## config.mk

```make
export PLATFORM = sky130hd
export DESIGN_NAME = button_gesture_decoder
export DESIGN_NICKNAME = d
export VERILOG_FILES = /design/src/rtl/button_gesture_decoder.sv
export SDC_FILE = /design/constraint.sdc
export NUM_CORES = 1
export LEC_CHECK = 0
export ABC_CLOCK_PERIOD_IN_PS = 3300
export CAP_MARGIN = 15
export CORE_UTILIZATION = 25
export DETAILED_ROUTE_END_ITERATION = 7
export DONT_BUFFER_PORTS = 1
export HOLD_SLACK_MARGIN = 0.03
export SLEW_MARGIN = 25
export SYNTH_ARGS = -nofsm -noshare
export SYNTH_HDL_FRONTEND = slang
export SYNTH_SLANG_ARGS = --single-unit
```

## constraint.sdc

```tcl
create_clock -name clk -period 3.3 [get_ports clk]
set_input_delay 0.66 -clock clk [delete_from_list [all_inputs] [get_ports clk]]
set_output_delay 0.66 -clock clk [all_outputs]
set_load 0.03 [all_outputs]
```

## src/rtl/button_gesture_decoder.sv

```systemverilog
// Turns a debounced button level into single-cycle gesture events:
// short click, long press, double click and auto-repeat while held.
module button_gesture_decoder #(
    parameter int LONG_CYCLES   = 50_000_000,
    parameter int GAP_CYCLES    = 12_500_000,
    parameter int REPEAT_CYCLES = 10_000_000,
    parameter int CNT_W         = 27
) (
    input  logic clk,
    input  logic rst,
    input  logic pb_debounced,
    output logic short_pulse,
    output logic long_pulse,
    output logic double_pulse,
    output logic repeat_pulse,
    output logic busy
);

    typedef enum logic [2:0] {
        ARM    = 3'd0,
        IDLE   = 3'd1,
        PRESS1 = 3'd2,
        GAP    = 3'd3,
        PRESS2 = 3'd4,
        HELD   = 3'd5
    } state_t;

    localparam logic [CNT_W-1:0] LONG_C   = CNT_W'(LONG_CYCLES);
    localparam logic [CNT_W-1:0] GAP_C    = CNT_W'(GAP_CYCLES);
    localparam logic [CNT_W-1:0] REPEAT_C = CNT_W'(REPEAT_CYCLES);
    localparam logic [CNT_W-1:0] ONE_C    = CNT_W'(1);

    state_t           state;
    logic [CNT_W-1:0] cnt;
    logic [CNT_W-1:0] cnt_nx;

    // Count of samples including the one being taken now; holds at all-ones.
    assign cnt_nx = (cnt == '1) ? cnt : cnt + ONE_C;

    always_ff @(posedge clk) begin
        if (rst) begin
            state        <= ARM;
            cnt          <= '0;
            short_pulse  <= 1'b0;
            long_pulse   <= 1'b0;
            double_pulse <= 1'b0;
            repeat_pulse <= 1'b0;
            busy         <= 1'b1;
        end else begin
            short_pulse  <= 1'b0;
            long_pulse   <= 1'b0;
            double_pulse <= 1'b0;
            repeat_pulse <= 1'b0;
            case (state)
                ARM: begin
                    // A button held through reset must be released before arming.
                    if (!pb_debounced) begin
                        state <= IDLE;
                        cnt   <= '0;
                        busy  <= 1'b0;
                    end
                end
                IDLE: begin
                    if (pb_debounced) begin
                        state <= PRESS1;
                        cnt   <= ONE_C;
                        busy  <= 1'b1;
                    end
                end
                PRESS1: begin
                    if (pb_debounced) begin
                        if (cnt_nx == LONG_C) begin
                            long_pulse <= 1'b1;
                            state      <= HELD;
                            cnt        <= '0;
                        end else begin
                            cnt <= cnt_nx;
                        end
                    end else if (GAP_CYCLES == 1) begin
                        // The release sample alone already closes the gap window.
                        short_pulse <= 1'b1;
                        state       <= IDLE;
                        cnt         <= '0;
                        busy        <= 1'b0;
                    end else begin
                        state <= GAP;
                        cnt   <= ONE_C;
                    end
                end
                GAP: begin
                    if (!pb_debounced) begin
                        if (cnt_nx == GAP_C) begin
                            short_pulse <= 1'b1;
                            state       <= IDLE;
                            cnt         <= '0;
                            busy        <= 1'b0;
                        end else begin
                            cnt <= cnt_nx;
                        end
                    end else begin
                        double_pulse <= 1'b1;
                        state        <= PRESS2;
                        cnt          <= '0;
                    end
                end
                PRESS2: begin
                    if (!pb_debounced) begin
                        state <= IDLE;
                        cnt   <= '0;
                        busy  <= 1'b0;
                    end else begin
                        cnt <= cnt_nx;
                    end
                end
                HELD: begin
                    if (!pb_debounced) begin
                        state <= IDLE;
                        cnt   <= '0;
                        busy  <= 1'b0;
                    end else if (cnt_nx == REPEAT_C) begin
                        repeat_pulse <= 1'b1;
                        cnt          <= '0;
                    end else begin
                        cnt <= cnt_nx;
                    end
                end
                default: begin
                    state <= ARM;
                    cnt   <= '0;
                    busy  <= 1'b1;
                end
            endcase
        end
    end

endmodule

```

==> flow_metrics.tcl <==
set metrics [dict create \
    status "complete, no violations" \
    grt_pass1_vias 2737 \
    wl_per_cell_um 16.7 \
    root_buffer "clkbuf_8" \
    path_cells "and4_4, buf_4, and3_2, a211o_1, a211o_1, or4_4, nor2_4, a31o_4, a311oi_4, buf_4, clkbuf_16, a221o_1" \
    synth_cell_types 59 \
    setup_slack_ns 0.0164 \
    syn_inst 336 \
    ant_nets 0 \
    critical_path.max_fanout 7 \
    hold_viol_final 0 \
    clock_latency_ns 0.30 \
    worstSetupStartpointType "flip-flop" \
    synthArstFlopShare_pct 0 \
    path_delay_family "compound AO/OA/AOI/OAI gates" \
    multi_input_area_um2 1930 \
    synth_top_area_share_pct 27.3 \
    ys_warn_count 0 \
    whs_path_depth 1 \
    netlist_top_cells_area "dfxtp_1 (27%), nand3_1 (6.4%), nand2_1 (5.7%)" \
    hold_path.class "in2reg" \
    clkSinkCount 35 \
    cp.arrival_ns 3.47 \
    synth.avg_cell_area_um2 7.65 \
    r2r_cells 12 \
    setup-violations-final 0 \
    reg2reg_slack_ns 0.02 \
    cp.required_ns 3.49 \
    synth.ff_latch_count 35 \
    pre_cts_slack_ns -0.118 \
    die_w_um 103 \
    drive_gt1_share_pct 37.2 \
    fin_skew_ns 0.0100 \
    seq_area_frac_synth_pct 27.3 \
    grt_pass1_wl_mm 13.9 \
    hold_buffers 0 \
    place_inst 517 \
    syn_area_um2 2570 \
    synth_commonest_cells "nand2_1 (39), dfxtp_1 (35), nand3_1 (33)" \
    coreArea_um2 9860 \
    path_clk_slew_ns 0.08 \
    slew_headroom_pct 53.4 \
    worstSetupPathType "reg2reg" \
    rsz0062_at_grt "true" \
    fillerInstances 961 \
    power_density_nw_per_um2 337 \
    synth_top_area_cell "dfxtp_1" \
    drt-pass1-iter-count 5 \
    max_freq_mhz 305 \
    tns_ns 0 \
    period_needed_ns 3.28 \
    tightest_slew_ns 0.695 \
    hold_slack_ns 0.419 \
    final_core_util_pct 37.5 \
    numCtsBuffers 5 \
    diodes 0 \
    cts_tree "done" \
    drv_cap 0 \
    gr-usage-all-layers_pct 17.0 \
    worst_setup_path_end_kind "flip-flop" \
    nets 414 \
    worstReg2RegStart "cnt[21]" \
    grt_max_degree 20 \
    total_power_mw 1.25 \
    critPathMaxStageDelay_ns 0.54 \
    port_buffers 0 \
    routed-via-count 2908 \
    synthFlopType "dfxtp_1" \
    dieArea_um2 10700 \
    drc 0 \
    critPathBufInv 3 \
    p_leak_nw 1.36 \
    drt-total-wl_mm 9.07 \
    syn_to_final_growth_pct 44.0 \
    synth_nets 342 \
    hold_path_startpoint "rst" \
    fin_cells 542 \
    place_congestion 0.977 \
    antenna_found_initial 0 \
    placed_area_um2 3170 \
    h-tree-depth 2 \
    pin_count 8 \
    vdd_drop_max_mv 0.193 \
    synth_edf_count 0 \
    grt_overflow 0 \
    fin_crit_sh_pct 99.5 \
    initial_core_util_pct 26.1 \
    num_rows 36 \
    drt_iter0_drc 204 \
    clockBufferDepth 2 \
    fin_area_um2 3700 \
    slowest_stage "or4_4" \
    regArea_um2 714 \
    hpwl_mm 6.20 \
    reg2reg_to "cnt[12]" \
    min_to "cnt[26]" \
    via_per_inst 5.37 \
    die_h_um 103 \
    finalMaxSlewViolations 0 \
    synth_most_common_cell "nand2_1" \
]
layout make-up:
cell class	count	share of cell area [%]
Timing Repair Buffer	85	19.2
Sequential cell	35	19.3
Tap cell	133	4.49
Clock buffer	5	1.86
Clock inverter	3	1.82
Inverter	11	1.12
Multi-Input combinational cell	270	52.2
per-layer routing:
layer | routed length [µm] | global-route usage, %
met5 | 0 | 0
met4 | 223 | 5.09
met3 | 625 | 3.63
met2 | 4330 | 29.1
met1 | 3890 | 21.4
how the worst max path moves through the flow:
stage | from | end | slack (ns) | depth (start not counted)
global placement | cnt[0] | cnt[13] | -0.03 | 12
finish | cnt[21] | cnt[12] | 0.02 | 12
detailed placement | cnt[0] | cnt[13] | -0.12 | 12
CTS | cnt[1] | cnt[12] | -0.03 | 9
global route | cnt[0] | cnt[18] | -0.09 | 13
floorplan | cnt[1] | cnt[24] | 0.01 | 12
cell usage in the layout, fill, tap and decap left out, types with 9 or more instances in the layout:
| cell | synthesis | layout |
|---|---|---|
| o21ai_0 | 13 | 13 |
| nand4_1 | 9 | 9 |
| nor2_1 | 27 | 27 |
| inv_1 | 11 | 11 |
| nand2_1 | 39 | 38 |
| a21oi_1 | 15 | 14 |
| nand3_1 | 33 | 27 |
| dfxtp_1 | 35 | 26 |
| buf_4 | 2 | 73 |
| buf_6 | 2 | 9 |
cell families after synthesis:
| kind of cell | share of synthesized area, % |
|---|---|
| flip-flops | 27.3 |
| buffers and inverters | 5.69 |
| AND/OR/NAND/NOR | 36.1 |
| adder cells (fa/ha/maj) | 1.46 |
| multiplexers | 1.61 |
| AO/OA/AOI/OAI | 23.8 |
| XOR/XNOR | 4.09 |
power breakdown:
group / internal (mW) / leakage (nW) / switching [mW]
logic: 0.109 / 1.01 / 0.175
clock network: 0.302 / 0.0644 / 0.179
registers: 0.439 / 0.287 / 0.0451
worst reg2reg max path, delay by kind of cell (launching register included):
kind,cells,cell delay (ns)
buffers and inverters,3,0.49
AO/OA/AOI/OAI,5,1.17
flip-flops,1,0.35
AND/OR/NAND/NOR,4,1.16
timing repair:
item	4_1_cts	5_1_grt
endpoints found under the setup margin	19	28
gates cloned	1	0
buffers inserted	9	8
resized for setup	12	45
pin swaps	13	20
state kept, by name, summed over array words and instances (netlist names):
register      cells
cnt              27
repeat_pulse      1
busy              1
double_pulse      1
long_pulse        1
short_pulse       1
state             3
(Power assumes the default switching activity.)
